<file path="src/rtl/fp_add_sequencer.sv">
// Operand feeder for the FP adder: queues operand pairs, issues them over the
// adder's start/done handshake, holds each sum for the consumer, and watchdogs the adder.
module fp_add_sequencer #(
  parameter int EXP_W   = 8,
  parameter int MAN_W   = 23,
  parameter int DEPTH   = 4,
  parameter int TIMEOUT = 64
) (
  input  logic                     CLK,
  input  logic                     rst,
  input  logic                     in_valid,
  output logic                     in_ready,
  input  logic [EXP_W+MAN_W:0]     in_a,
  input  logic [EXP_W+MAN_W:0]     in_b,
  output logic [EXP_W+MAN_W:0]     add_a,
  output logic [EXP_W+MAN_W:0]     add_b,
  output logic                     add_start,
  input  logic                     add_done,
  input  logic [EXP_W+MAN_W:0]     add_res,
  output logic                     out_valid,
  input  logic                     out_ready,
  output logic [EXP_W+MAN_W:0]     out_data,
  output logic [7:0]               out_cycles,
  output logic                     err_timeout
);
  localparam int W    = 1 + EXP_W + MAN_W;
  localparam int AW   = $clog2(DEPTH);
  localparam int WD_W = $clog2(TIMEOUT);
  localparam logic [WD_W-1:0] WD_LAST = WD_W'(TIMEOUT - 1);

  typedef enum logic [1:0] {IDLE, ISSUE, WAIT_BUSY, WAIT_DONE} state_t;

  state_t          state;
  logic [W-1:0]    mem_a [DEPTH];
  logic [W-1:0]    mem_b [DEPTH];
  logic [AW-1:0]   wr_ptr, rd_ptr;
  logic [AW:0]     count;
  logic [WD_W-1:0] wd;
  logic [7:0]      cyc;

  logic push, pop, capture, expire, empty;

  assign empty    = (count == '0);
  assign in_ready = (count != (AW+1)'(DEPTH));
  assign push     = in_valid && in_ready;
  assign capture  = (state == WAIT_DONE) && add_done;
  // Expiry only counts when the edge being waited for has not arrived this cycle.
  assign expire   = (wd == WD_LAST) &&
                    (((state == WAIT_BUSY) && add_done) ||
                     ((state == WAIT_DONE) && !add_done));
  assign pop      = capture || expire;

  assign add_a = empty ? '0 : mem_a[rd_ptr];
  assign add_b = empty ? '0 : mem_b[rd_ptr];

  // NOTE: the storage array carries no reset; an empty FIFO masks its contents,
  // so resetting it would only add reset fan-out.
  always_ff @(posedge CLK) begin
    if (push) begin
      mem_a[wr_ptr] <= in_a;
      mem_b[wr_ptr] <= in_b;
    end
  end

  always_ff @(posedge CLK) begin
    if (rst) begin
      state       <= IDLE;
      wr_ptr      <= '0;
      rd_ptr      <= '0;
      count       <= '0;
      wd          <= '0;
      cyc         <= '0;
      add_start   <= 1'b0;
      out_valid   <= 1'b0;
      out_data    <= '0;
      out_cycles  <= '0;
      err_timeout <= 1'b0;
    end else begin
      if (push) wr_ptr <= wr_ptr + 1'b1;
      if (pop)  rd_ptr <= rd_ptr + 1'b1;
      case ({push, pop})
        2'b10:   count <= count + 1'b1;
        2'b01:   count <= count - 1'b1;
        default: ;
      endcase

      if (out_valid && out_ready) out_valid <= 1'b0;
      add_start <= 1'b0;

      case (state)
        IDLE: begin
          if (!empty && !out_valid && add_done) begin
            state     <= ISSUE;
            add_start <= 1'b1;
          end
        end
        ISSUE: begin
          // The cycle counter includes the ISSUE cycle itself.
          wd    <= '0;
          cyc   <= 8'd1;
          state <= WAIT_BUSY;
        end
        WAIT_BUSY, WAIT_DONE: begin
          if (wd != WD_LAST) wd <= wd + 1'b1;
          cyc <= (cyc == 8'hFF) ? cyc : cyc + 8'd1;
          if (capture) begin
            out_data   <= add_res;
            out_valid  <= 1'b1;
            out_cycles <= cyc;
            state      <= IDLE;
          end else if (expire) begin
            err_timeout <= 1'b1;
            state       <= IDLE;
          end else if ((state == WAIT_BUSY) && !add_done) begin
            state <= WAIT_DONE;
          end
        end
        default: state <= IDLE;
      endcase
    end
  end
endmodule

</file>
<file path="config.mk">
export PLATFORM = sky130hd
export DESIGN_NAME = fp_add_sequencer
export DESIGN_NICKNAME = d
export VERILOG_FILES = /design/src/rtl/fp_add_sequencer.sv
export SDC_FILE = /design/constraint.sdc
export NUM_CORES = 1
export LEC_CHECK = 0
export BUFFER_PORTS_ARGS = -buffer_cell sky130_fd_sc_hd__buf_2
export CELL_PAD_IN_SITES_DETAIL_PLACEMENT = 1
export CELL_PAD_IN_SITES_GLOBAL_PLACEMENT = 1
export CORE_ASPECT_RATIO = 0.7
export CORE_UTILIZATION = 50
export CTS_BUF_LIST = sky130_fd_sc_hd__clkbuf_8 sky130_fd_sc_hd__clkbuf_16
export DETAILED_ROUTE_END_ITERATION = 12
export PLACE_DENSITY = 0.95
export SYNTH_ARGS = -nofsm -noshare
export SYNTH_HDL_FRONTEND = slang
export SYNTH_SLANG_ARGS = --single-unit
</file>
<file path="constraint.sdc">
create_clock -name CLK -period 4.4 [get_ports CLK]
set_input_delay 0.44 -clock CLK [delete_from_list [all_inputs] [get_ports CLK]]
set_output_delay 0.44 -clock CLK [all_outputs]
set_load 0.01 [all_outputs]
</file>
==> run metrics <==
status finished, final reports clean; global-route wire length before repair 43,400 um; Slew @ Worst Pin between 0.9 and 1 ns; reg-to-reg setup timing slack roughly 1.6 ns; All-Layer GR Usage between 20% and 30%; Clock Skew roughly 0.011 ns; max_slew headroom a little under two fifths; hold path cells 1; Num CTS Buffers 29; Pwr Density between 400 and 500 mW/mm^2; Synth Warn # 0; final hold vios 0; dpl hpwl between 15,000 and 20,000 um; syn avg cell area approximately 17 sq um; ANT nets after route 0; Die Height about 130 um; post-layout min period around 3.1 ns; H-tree depth 1; Die Width 191 um; GPL Wtd Cong 0.775; WP data arrival 2.67 ns; Synth cell types between 40 and 50; layout overhead on the synthesized area 18.1%; class of the most critical setup path flop to output port; clk_lat worst skew 0.55 ns; Starting DRT DRC Count ~510; period utilization between 70% and 80%; Clock Sinks ~320; CTS tree yes; Post-synth ARST share 0%; die area approximately 0.026 sq mm; crit path capture type output port; CTS max path bufs 3; Commonest cells post-synth edfxtp_1, nand2_1, dfxtp_1, nor2b_1, mux4_2; dpl cells 1,256; largest net degree at the start of global routing 49; max incr delay on CP around 0.93 ns; grt ovf 0; Clock transition at path regs 0.06 ns; slowest cell on the critical path dfxtp_4; hold_sp in_b[19]; final wirelength 28,400 um; drt drc 0; multi-input logic area approximately 0.0032 sq mm; r2r startpoint state[1]$_SDFFE_PP0P_; fin cells roughly 1,300; Initial Util between 50% and 60%; Area contributors post-synth edfxtp_1, mux4_2, dfxtp_1, nor2b_1, nand2_1; Post-CTS Hold Fix Bufs 0; R2R depth 9; Setup Buffers After CTS 0; # rows 48; LEAKAGE 5.26 nW; crit path buf inv count 2; Max Cap Violations 0; crit start category flop; # setup viols final 0; number of flops mapped to enable cells by yosys between 200 and 300; worst-path maximum fanout 43; Peak VDD IR approximately 360 uV; critical path required time 3.96 ns; # fillers ~2,300; fraction of layout cells with a size suffix above 1 about a third; worst reg2reg endpoint count[2]$_SDFFE_PP0P_; Mapped Nets ~860; Root Buffer clkbuf_16; worst min path class input pin to flop; Resized Gates After CTS 0; RSZ-0062 raised after global routing no; Nets between 1,000 and 1,500; Port Buffers approximately 210; Core Box Area between 0.02 and 0.025 sq mm; WHS Endpoint mem_b[0][19]$_DFFE_PP_; Cells after Synth around 750; sequential share of the synthesized area between 70 and 80%; Pre-antenna DRT Iters 7; Yosys top cell by area edfxtp_1; Pins Over Slew Limit 0; via count between 7,000 and 8,000; initial antenna violation count 2; max frequency 0.322 GHz; Netlist Area Pre-Place 0.0125 sq mm; area fraction of the dominant cell type after synthesis between 60% and 70%; vias in the first global route 7,628; Boundary Pins 209; Cell Chain, Critical Path buf_12, mux4_2, nor2b_1, buf_2; Post-synth top flop edfxtp_1; average via count per standard cell 5.47; Yosys reg bits 324; setup TNS 0 ns; FF+latch area roughly 0.0091 sq mm; cell with the most instances after synthesis edfxtp_1; Worst path top cell family by delay flip-flops; WL per Instance between 20 and 25 um
cell usage in the layout, fill, tap and decap left out, drive strengths merged, types with 4 or more instances in the layout:
master  count
edfxtp    256
nor2b      66
o31ai       4
dfxtp      68
a31oi       5
clkbuf     30
mux4       64
inv        20
or2         4
o21ai       8
nor3        4
clkinv      7
nand3       7
buf       221
bufinv      4
nand3b      4
ha          7
and3        7
a21oi      56
nand2      92
nor2       13
routing by layer:
| metal | part of all wire [%] | global-route usage, % | vias to the layer above | wire length, um |
|---|---|---|---|---|
| met3 | 5.5 | 4.58 | 53 | 1550 |
| met2 | 50 | 38.2 | 172 | 14300 |
| met1 | 42 | 29.2 | 3657 | 11900 |
| met4 | 2.0 | 5.82 | 2 | 580 |
| li1 | - | - | 3278 | - |
| met5 | 0.046 | 0 | - | 13 |
stage by stage:
| step | worst slack (ns) | cell area, sq um | hold WS, ns | total power (W) | utilization, % |
|---|---|---|---|---|---|
| 2_1_floorplan | 1.84 | 12500 | 0.455 | 0.00394 | - |
| 3_3_place_gp | 1.77 | 13800 | 0.440 | 0.00419 | 56.2 |
| 3_5_place_dp | 1.64 | 13800 | 0.447 | 0.00423 | 56.2 |
| 4_1_cts | 1.20 | 14800 | 0.0897 | 0.00674 | 60.0 |
| 5_1_grt | 1.07 | 14800 | 0.0877 | 0.00689 | 60.0 |
| 6_report | 1.29 | 14800 | 0.112 | 0.00667 | 60.0 |
power by group:
group	internal (W)	total, W	switching [W]	leakage (nW)
Clock	0.00144	0.00251	0.00107	0.495
Combinational	0.000280	0.000643	0.000363	1.86
Sequential	0.00344	0.00352	0.0000741	2.90
Total	0.00516	0.00667	0.00150	5.26
sequential cells by signal, indices dropped and copies added, names as in the netlist, named ones only:
signal,cells
state,2
err_timeout,1
cyc,8
wd,6
count,3
mem_b,128
out_cycles,8
rd_ptr,2
add_start,1
out_valid,1
mem_a,128
out_data,32
wr_ptr,2
logic make-up (layout without fill, tap and decap cells):
logic type / after synthesis / in the layout / synth area share (%)
flops: 324 / 324 / 72.3
simple gates: 212 / 212 / 8.59
compound gates: 83 / 83 / 3.72
mux: 68 / 68 / 11.9
buf+inv: 54 / 284 / 2.32
fa+ha+maj: 8 / 8 / 0.860
xor+xnor: 5 / 5 / 0.350
other cells: 0 / 1 / 0
cell type report:
type                    count  area share [%]
flip-flops and latches    324            61.2
multi-input cells         376            21.6
repair buffers            221            7.79
clock buffers              30            5.00
well taps                 325            2.75
clock inverters            23            1.39
inverters                  10           0.254
diodes                      1          0.0169
how the worst max path moves through the flow:
| stage | cells past startpoint | slack [ns] | to |
|---|---|---|---|
| finish | 4 | 1.29 | add_b[29] |
| floorplan | 2 | 1.84 | mem_a[0][0]$_DFFE_PP_ |
| CTS | 4 | 1.20 | add_a[31] |
| global placement | 9 | 1.77 | count[2]$_SDFFE_PP0P_ |
| detailed placement | 9 | 1.64 | count[2]$_SDFFE_PP0P_ |
| global route | 4 | 1.07 | add_a[10] |
(Power assumes the default switching activity.)
